## src/rtl/adder_key_scheduler.sv

```systemverilog
// rtl/adder_key_scheduler.sv - two-requester round-robin scheduler for a key-locked external 16-bit adder
// Owns the serial key load, arbitration, operand hold/settle timing and the registered response.
module adder_key_scheduler #(
    parameter int unsigned SETTLE_CYCLES = 2,
    parameter logic [31:0] RESET_KEY     = 32'h0000_0000
) (
    input  logic        clk_i,
    input  logic        rst_ni,
    input  logic        key_bit_i,
    input  logic        key_shift_i,
    input  logic        key_commit_i,
    input  logic        req0_valid_i,
    input  logic [15:0] req0_a_i,
    input  logic [15:0] req0_b_i,
    input  logic        req1_valid_i,
    input  logic [15:0] req1_a_i,
    input  logic [15:0] req1_b_i,
    output logic        req0_ready_o,
    output logic        req1_ready_o,
    output logic        rsp_valid_o,
    input  logic        rsp_ready_i,
    output logic        rsp_id_o,
    output logic [16:0] rsp_sum_o,
    output logic [15:0] adder_a_o,
    output logic [15:0] adder_b_o,
    output logic [31:0] adder_key_o,
    input  logic [16:0] adder_sum_i,
    output logic        busy_o,
    output logic        key_err_o
);

    typedef enum logic [1:0] {NOKEY, IDLE, EXEC, RESP} state_e;

    localparam logic [3:0] SETTLE_INIT = 4'(SETTLE_CYCLES);

    state_e      state_q, state_d;
    logic [31:0] shadow_q, key_q;
    logic        last_grant_q;
    logic [3:0]  cnt_q;
    logic [15:0] a_q, b_q;
    logic        id_q;
    logic [16:0] sum_q;
    logic        key_err_q;

    logic grant_any, grant_id, commit_ok, settle_done;

    always_comb begin
        grant_any   = (state_q == IDLE) && (req0_valid_i || req1_valid_i);
        // Under contention the requester not served last wins; otherwise whoever is valid.
        grant_id    = (req0_valid_i && req1_valid_i) ? ~last_grant_q : req1_valid_i;
        commit_ok   = key_commit_i && ((state_q == NOKEY) || (state_q == IDLE));
        settle_done = (cnt_q <= 4'd1);
    end

    always_comb begin
        state_d = state_q;
        unique case (state_q)
            NOKEY: if (commit_ok)   state_d = IDLE;
            IDLE:  if (grant_any)   state_d = EXEC;
            EXEC:  if (settle_done) state_d = RESP;
            RESP:  if (rsp_ready_i) state_d = IDLE;
            default:                state_d = NOKEY;
        endcase
    end

    always_ff @(posedge clk_i or negedge rst_ni) begin
        if (!rst_ni) begin
            state_q      <= NOKEY;
            shadow_q     <= 32'h0;
            key_q        <= RESET_KEY;
            last_grant_q <= 1'b1;
            cnt_q        <= 4'd0;
            a_q          <= 16'h0;
            b_q          <= 16'h0;
            id_q         <= 1'b0;
            sum_q        <= 17'h0;
            key_err_q    <= 1'b0;
        end else begin
            state_q <= state_d;
            if (key_shift_i) shadow_q <= {shadow_q[30:0], key_bit_i};
            if (commit_ok) key_q <= shadow_q;
            if (key_commit_i && !commit_ok) key_err_q <= 1'b1;
            if (grant_any) begin
                last_grant_q <= grant_id;
                id_q         <= grant_id;
                a_q          <= grant_id ? req1_a_i : req0_a_i;
                b_q          <= grant_id ? req1_b_i : req0_b_i;
                cnt_q        <= SETTLE_INIT;
            end else if (state_q == EXEC) begin
                if (cnt_q != 4'd0) cnt_q <= cnt_q - 4'd1;
                if (settle_done) sum_q <= adder_sum_i;
            end
        end
    end

    always_comb begin
        req0_ready_o = grant_any && !grant_id;
        req1_ready_o = grant_any && grant_id;
        rsp_valid_o  = (state_q == RESP);
        busy_o       = (state_q == EXEC) || (state_q == RESP);
        rsp_id_o     = id_q;
        rsp_sum_o    = sum_q;
        adder_a_o    = a_q;
        adder_b_o    = b_q;
        adder_key_o  = key_q;
        key_err_o    = key_err_q;
    end

endmodule
```

## config.mk

```make
export PLATFORM = sky130hd
export DESIGN_NAME = adder_key_scheduler
export DESIGN_NICKNAME = d
export VERILOG_FILES = /design/src/rtl/adder_key_scheduler.sv
export SDC_FILE = /design/constraint.sdc
export NUM_CORES = 1
export LEC_CHECK = 0
export ABC_AREA = 0
export BUFFER_PORTS_ARGS = -buffer_cell sky130_fd_sc_hd__buf_4
export CAP_MARGIN = 20
export CORE_MARGIN = 2
export CORE_UTILIZATION = 35
export CTS_CLUSTER_DIAMETER = 50
export CTS_CLUSTER_SIZE = 30
export DETAILED_ROUTE_END_ITERATION = 16
export PLACE_DENSITY = 0.6
export SLEW_MARGIN = 20
export SYNTH_ARGS = -nofsm -noshare
export SYNTH_HDL_FRONTEND = slang
export SYNTH_SLANG_ARGS = --single-unit
export TNS_END_PERCENT = 100
```

## constraint.sdc

```tcl
create_clock -name clk_i -period 2.15 [get_ports clk_i]
set_clock_uncertainty 0.05 [all_clocks]
set_input_delay 0.215 -clock clk_i [delete_from_list [all_inputs] [get_ports clk_i]]
set_output_delay 0.215 -clock clk_i [all_outputs]
set_load 0.02 [all_outputs]
```

== Yosys cells after proc, flatten, opt, wreduce, memory -nomap -nowiden ==
Cells that the tools add are included.
Widths: inputs -> output; s select.

* $add $sub $neg: 1
* Magnitude comparators: 1
* Equal/unequal tests: 7
* Mux-type cells: 11
* Bitwise operators: 2
* Reductions and logical operators: 18

{| class="wikitable"
|+ Operator list
! kind !! count
|-
| $mux 16 || 2
|-
| $mux 4 || 3
|-
| $mux 2 || 4
|-
| $pmux 2 s4 || 1
|-
| $logic_and 1x1->1 || 6
|-
| $ne 2x2->1 const B || 3
|-
| $eq 2x2->1 const B || 2
|-
| $le 4x1->1 const B || 1
|-
| $reduce_and 4->1 || 1
|-
| $reduce_bool 2->1 || 2
|-
| $reduce_bool 4->1 || 1
|-
| $sub 4x1->4 const B || 1
|-
| $logic_or 1x1->1 || 3
|-
| $reduce_and 3->1 || 1
|-
| $eq 2x1->1 const B || 1
|-
| $logic_not 1->1 || 2
|-
| $logic_not 2->1 || 1
|-
| $ne 2x1->1 const B || 1
|-
| $not 1->1 || 2
|-
| $reduce_and 2->1 || 1
|-
| $mux 1 || 1
|}

* Bits in registers: 122
* Input port bits: 89
* Output and inout port bits: 87
* Word-level logic and storage cells: 50

== Depth between registers and ports, before layout ==
* Depth after elaboration: 5
* Mapped depth: 8
* Mapped depth without buffers: 6

== Least setup slack after synthesis ==
No wires, ideal clock.

* Path type: register -> register
* Start point: register state_q[1]
* End point: register key_q[0], in the netlist adder_key_o[0]
* Setup time: 125 ps
* Arrival: 1,611 ps
* Data required time: 1,975 ps
* Path slack: 365 ps
* Stages on the path, launching flop included: 7
* Buffers on the path: 2
* Period minus slack after synthesis: 1,785 ps
* Cell sequence: dfrtp_1 -> inv_1 -> ha_1 -> clkbuf_2 -> o21ai_1 -> buf_2 -> mux2_2

* Word-level cells in the longest chain between the ends: 3
* Elaborated cells on any way between the ends: 4
* Classes of those cells: eq/ne (1); reduce/logical (3)

{| class="wikitable"
|+ Ends and longest elaborated chain
! what !! line !! RTL
|-
| start, declared || 36 || <nowiki>state_e state_q, state_d;</nowiki>
|-
| start signal, assigned || 79 || <nowiki>state_q <= state_d;</nowiki>
|-
| $eq 2x1->1 or $logic_not 2->1 (tied branches) || 51 || <nowiki>commit_ok = key_commit_i && ((state_q == NOKEY) || (state_q == IDLE));</nowiki>
|-
| $logic_or 1x1->1 (*) || 51 ||
|-
| $logic_and 1x1->1 (*) || 51 ||
|-
| end signal, assigned || 81 || <nowiki>if (commit_ok) key_q <= shadow_q;</nowiki>
|-
| end, declared || 37 || <nowiki>logic [31:0] shadow_q, key_q;</nowiki>
|}

Every way passes the cells marked *; elsewhere a longest branch is shown, timed or not.
A chain may end at the register's enable or synchronous reset.

== Worst setup path in the final report ==
* Start point: register state_q[1]
* End point: output req0_ready_o

* Word-level cells in the longest chain between the ends: 3

{| class="wikitable"
|+ Ends and longest elaborated chain
! what !! line !! RTL
|-
| $eq 2x1->1 || 48 || <nowiki>grant_any = (state_q == IDLE) && (req0_valid_i || req1_valid_i);</nowiki>
|-
| $logic_and 1x1->1 || 48 ||
|-
| $logic_and 1x1->1 || 97 || <nowiki>req0_ready_o = grant_any && !grant_id;</nowiki>
|-
| end, declared || 18 || <nowiki>output logic req0_ready_o,</nowiki>
|}

Every way passes these cells.

==> impl_metrics.toml <==
[run_status]
status = "finished, final reports clean"

[critical_path]
critPathKind = "reg2out"
rrSetupSlack_ns = 0.34
required_ns = 1.88
rr_startpoint = "state_q[0]"
path_cells = "inv_1, ha_4, nand2_1, a21oi_2, buf_12, buf_4"
slowest_stage = "dfrtp_1"
cp-end-kind = "primary output"
cp-start-kind = "register"
cpPeakStageDelay_ns = 0.40
crit_arrival_ns = 1.78
startpoint = "state_q[1]"
cp_max_fo = 33

[cts]
path_clk_slew_ns = 0.05
cts_tree = "done"
clkSinkCount = 122
cts-htree-levels = 4
numCtsBuffers = 17
root_buffer = "clkbuf_16"
insertion_delay_ns = 0.41
cts_buffer_depth = 2

[timing]
hold_slack_ns = 0.0130
hold_viol = 0
relSlewSlack_pct = 56.9
setup-tns-final_ns = 0
drv_slew = 0
tightest_slew_ns = 0.646
setup_viol = 0
period_share_pct = 95.2
period_needed_ns = 2.05
finalWorstSetupSlack_ns = 0.102
grt_setup_unrepaired = "no"
timing.fmax_mhz = 488

[floorplan]
dieArea_um2 = 14900
fp.dieW_um = 122
die_y_um = 122
fp-row-count = 43
start_util_pct = 35.5
fp.coreArea_um2 = 13700
io_pins = 176

[synthesis]
synth-compound-area-share_pct = 9.31
muxShareOfSynthArea_pct = 19.9
ys_seq_area_share_pct = 62.6
synth_top_family_by_area = "multiplexers"
synth_top_area_cell = "dfrtp_1"
synthCells = 331
syn_area_per_cell_um2 = 14.7
synth_top_cells_by_area = "dfrtp_1 (62%), mux2_2 (17%), a222oi_1 (6.6%)"
yosys_warnings = 0
synth-xor-area-share_pct = 0.359
netlist-cell-type-count = 31
syn_area_um2 = 4880
ys_seq_elements = 122
synth_fp_nets = 427
synth_top_area_share_pct = 62.1
synth_fa_ha_area_share_pct = 1.80
yosys.area_share.simple_pct = 1.23

[route]
top_layer_used = "met4"
wl_met1_um = 5260
drc = 0
routed-wl-met3_um = 1240
first_pass_iters = 8
postRouteAntennaNets = 0
met2WireLength_um = 6400
route.detailed.wl_per_inst_um = 16.8
viasPerCell = 4.88
first_iter_violations = 292
routed_wl_um = 13200
vias = 3829

[layout]
area_growth_pct = 60.1
multi_input_area_um2 = 1620
fin_nets = 689
fillers = 1092
fin_cells = 784
layout_commonest_cell = "buf_4"
antenna_cells = 0
final_area_um2 = 7810
drive_gt1_share_pct = 49.5
regArea_um2 = 3050
final_cell_mix = "buf_4 (177), dfrtp_1 (121), dlygate4sd3_1 (80)"

[min_path]
holdCritPathClass = "in2reg"
min_from = "req0_a_i[13]"

[global_routing]
groute.usage.overall_pct = 18.3
grt_pass1_vias = 3986
grt_max_degree = 123
antenna_found_initial = 0
grt_pass1_wl_um = 20800
grt_overflow = 0

[placed_design]
dp.cells = 674
port_buffers = 175
pre_cts_slack_ns = 0.170
gp_congestion = 0.751
hpwl_um = 7940
place_area_um2 = 6440

[power_and_ir_drop]
p_leak_nw = 3.90
ir_drop_v = 0.000693
power_density_nw_per_um2 = 1450

[flow_run]
maxCapViolations = 0
[critical path, delay by kind of cell (launching register included)]
kind / cells / cell delay, ns
adder cells (fa/ha/maj): 1 / 0.21
AND/OR/NAND/NOR: 1 / 0.08
AO/OA/AOI/OAI: 1 / 0.15
flip-flops: 1 / 0.40
buffers and inverters: 3 / 0.52
[registers in the layout, indices dropped and copies added, names as in the netlist]
name,count
last_grant_q,1
adder_key_o,32
key_err_o,1
cnt_q,4
adder_b_o,16
adder_a_o,16
rsp_sum_o,17
shadow_q,32
rsp_id_o,1
state_q,2
[cells in the mapped netlist]
library cell,instances
dfrtp_1,121
mux2_2,72
inv_1,39
a222oi_1,32
mux2_4,10
buf_2,8
ha_1,7
clkbuf_1,5
nor2_1,5
nand2_1,4
a21o_1,3
buf_1,3
o211ai_1,3
a21oi_1,2
a21bo_2,1
a221o_1,1
buf_6,1
clkbuf_2,1
dfstp_2,1
mux2i_1,1
nor2b_1,1
o2111ai_4,1
o21ai_0,1
o21ai_1,1
o21ai_4,1
o22ai_1,1
or2_2,1
or3_1,1
or4_1,1
xnor2_1,1
xor2_1,1
[cell type report]
type / count / area share [%]
multi-input combinational: 152 / 20.8
clock inverter: 9 / 1.28
tap: 180 / 2.88
sequential: 122 / 39.1
inverter: 39 / 1.87
clock buffer: 21 / 5.77
timing repair buffer: 261 / 28.3
[kinds of logic after synthesis]
family          count (synthesis)
fa+ha+maj                       7
xor+xnor                        2
flops                         122
buf+inv                        57
simple gates                   13
compound gates                 47
mux                            83
[routing by layer]
metal | GRT usage [%] | vias to the layer above
li1 | - | 1727
met1 | 21.7 | 1905
met2 | 30.2 | 173
met3 | 6.41 | 24
met4 | 8.12 | 0
met5 | 0 | -
[where the power goes]
part           internal [W]  switching (W)
registers           0.00332       0.000626
clock network       0.00171       0.000951
logic               0.00237        0.00236
[final timing paths]
check / cells after the start / end
worst min register to register: 1 / key_err_o
worst max register to register: 5 / rsp_sum_o[3]
worst max-delay path: 6 / req0_ready_o
min in group asynchronous: 3 / adder_key_o[3]
max in group asynchronous: 3 / adder_a_o[12]
worst min-delay path: 3 / adder_a_o[13]
[stage by stage]
step / util [%] / power (W)
floorplan: - / 0.00660
global placement: 47.0 / 0.00844
detailed placement: 47.0 / 0.00857
CTS: 56.9 / 0.0114
global route: 56.9 / 0.0120
finish: 56.9 / 0.0113
[timing repair]
item / CTS / global route
endpoints found under the setup margin: 2 / 0
resized for setup: 2 / 0
hold buffers: 80 / 0
hold endpoints to repair: 172 / 0
setup buffers: 0 / 0
Note: power is estimated with default switching activity, not from simulation.
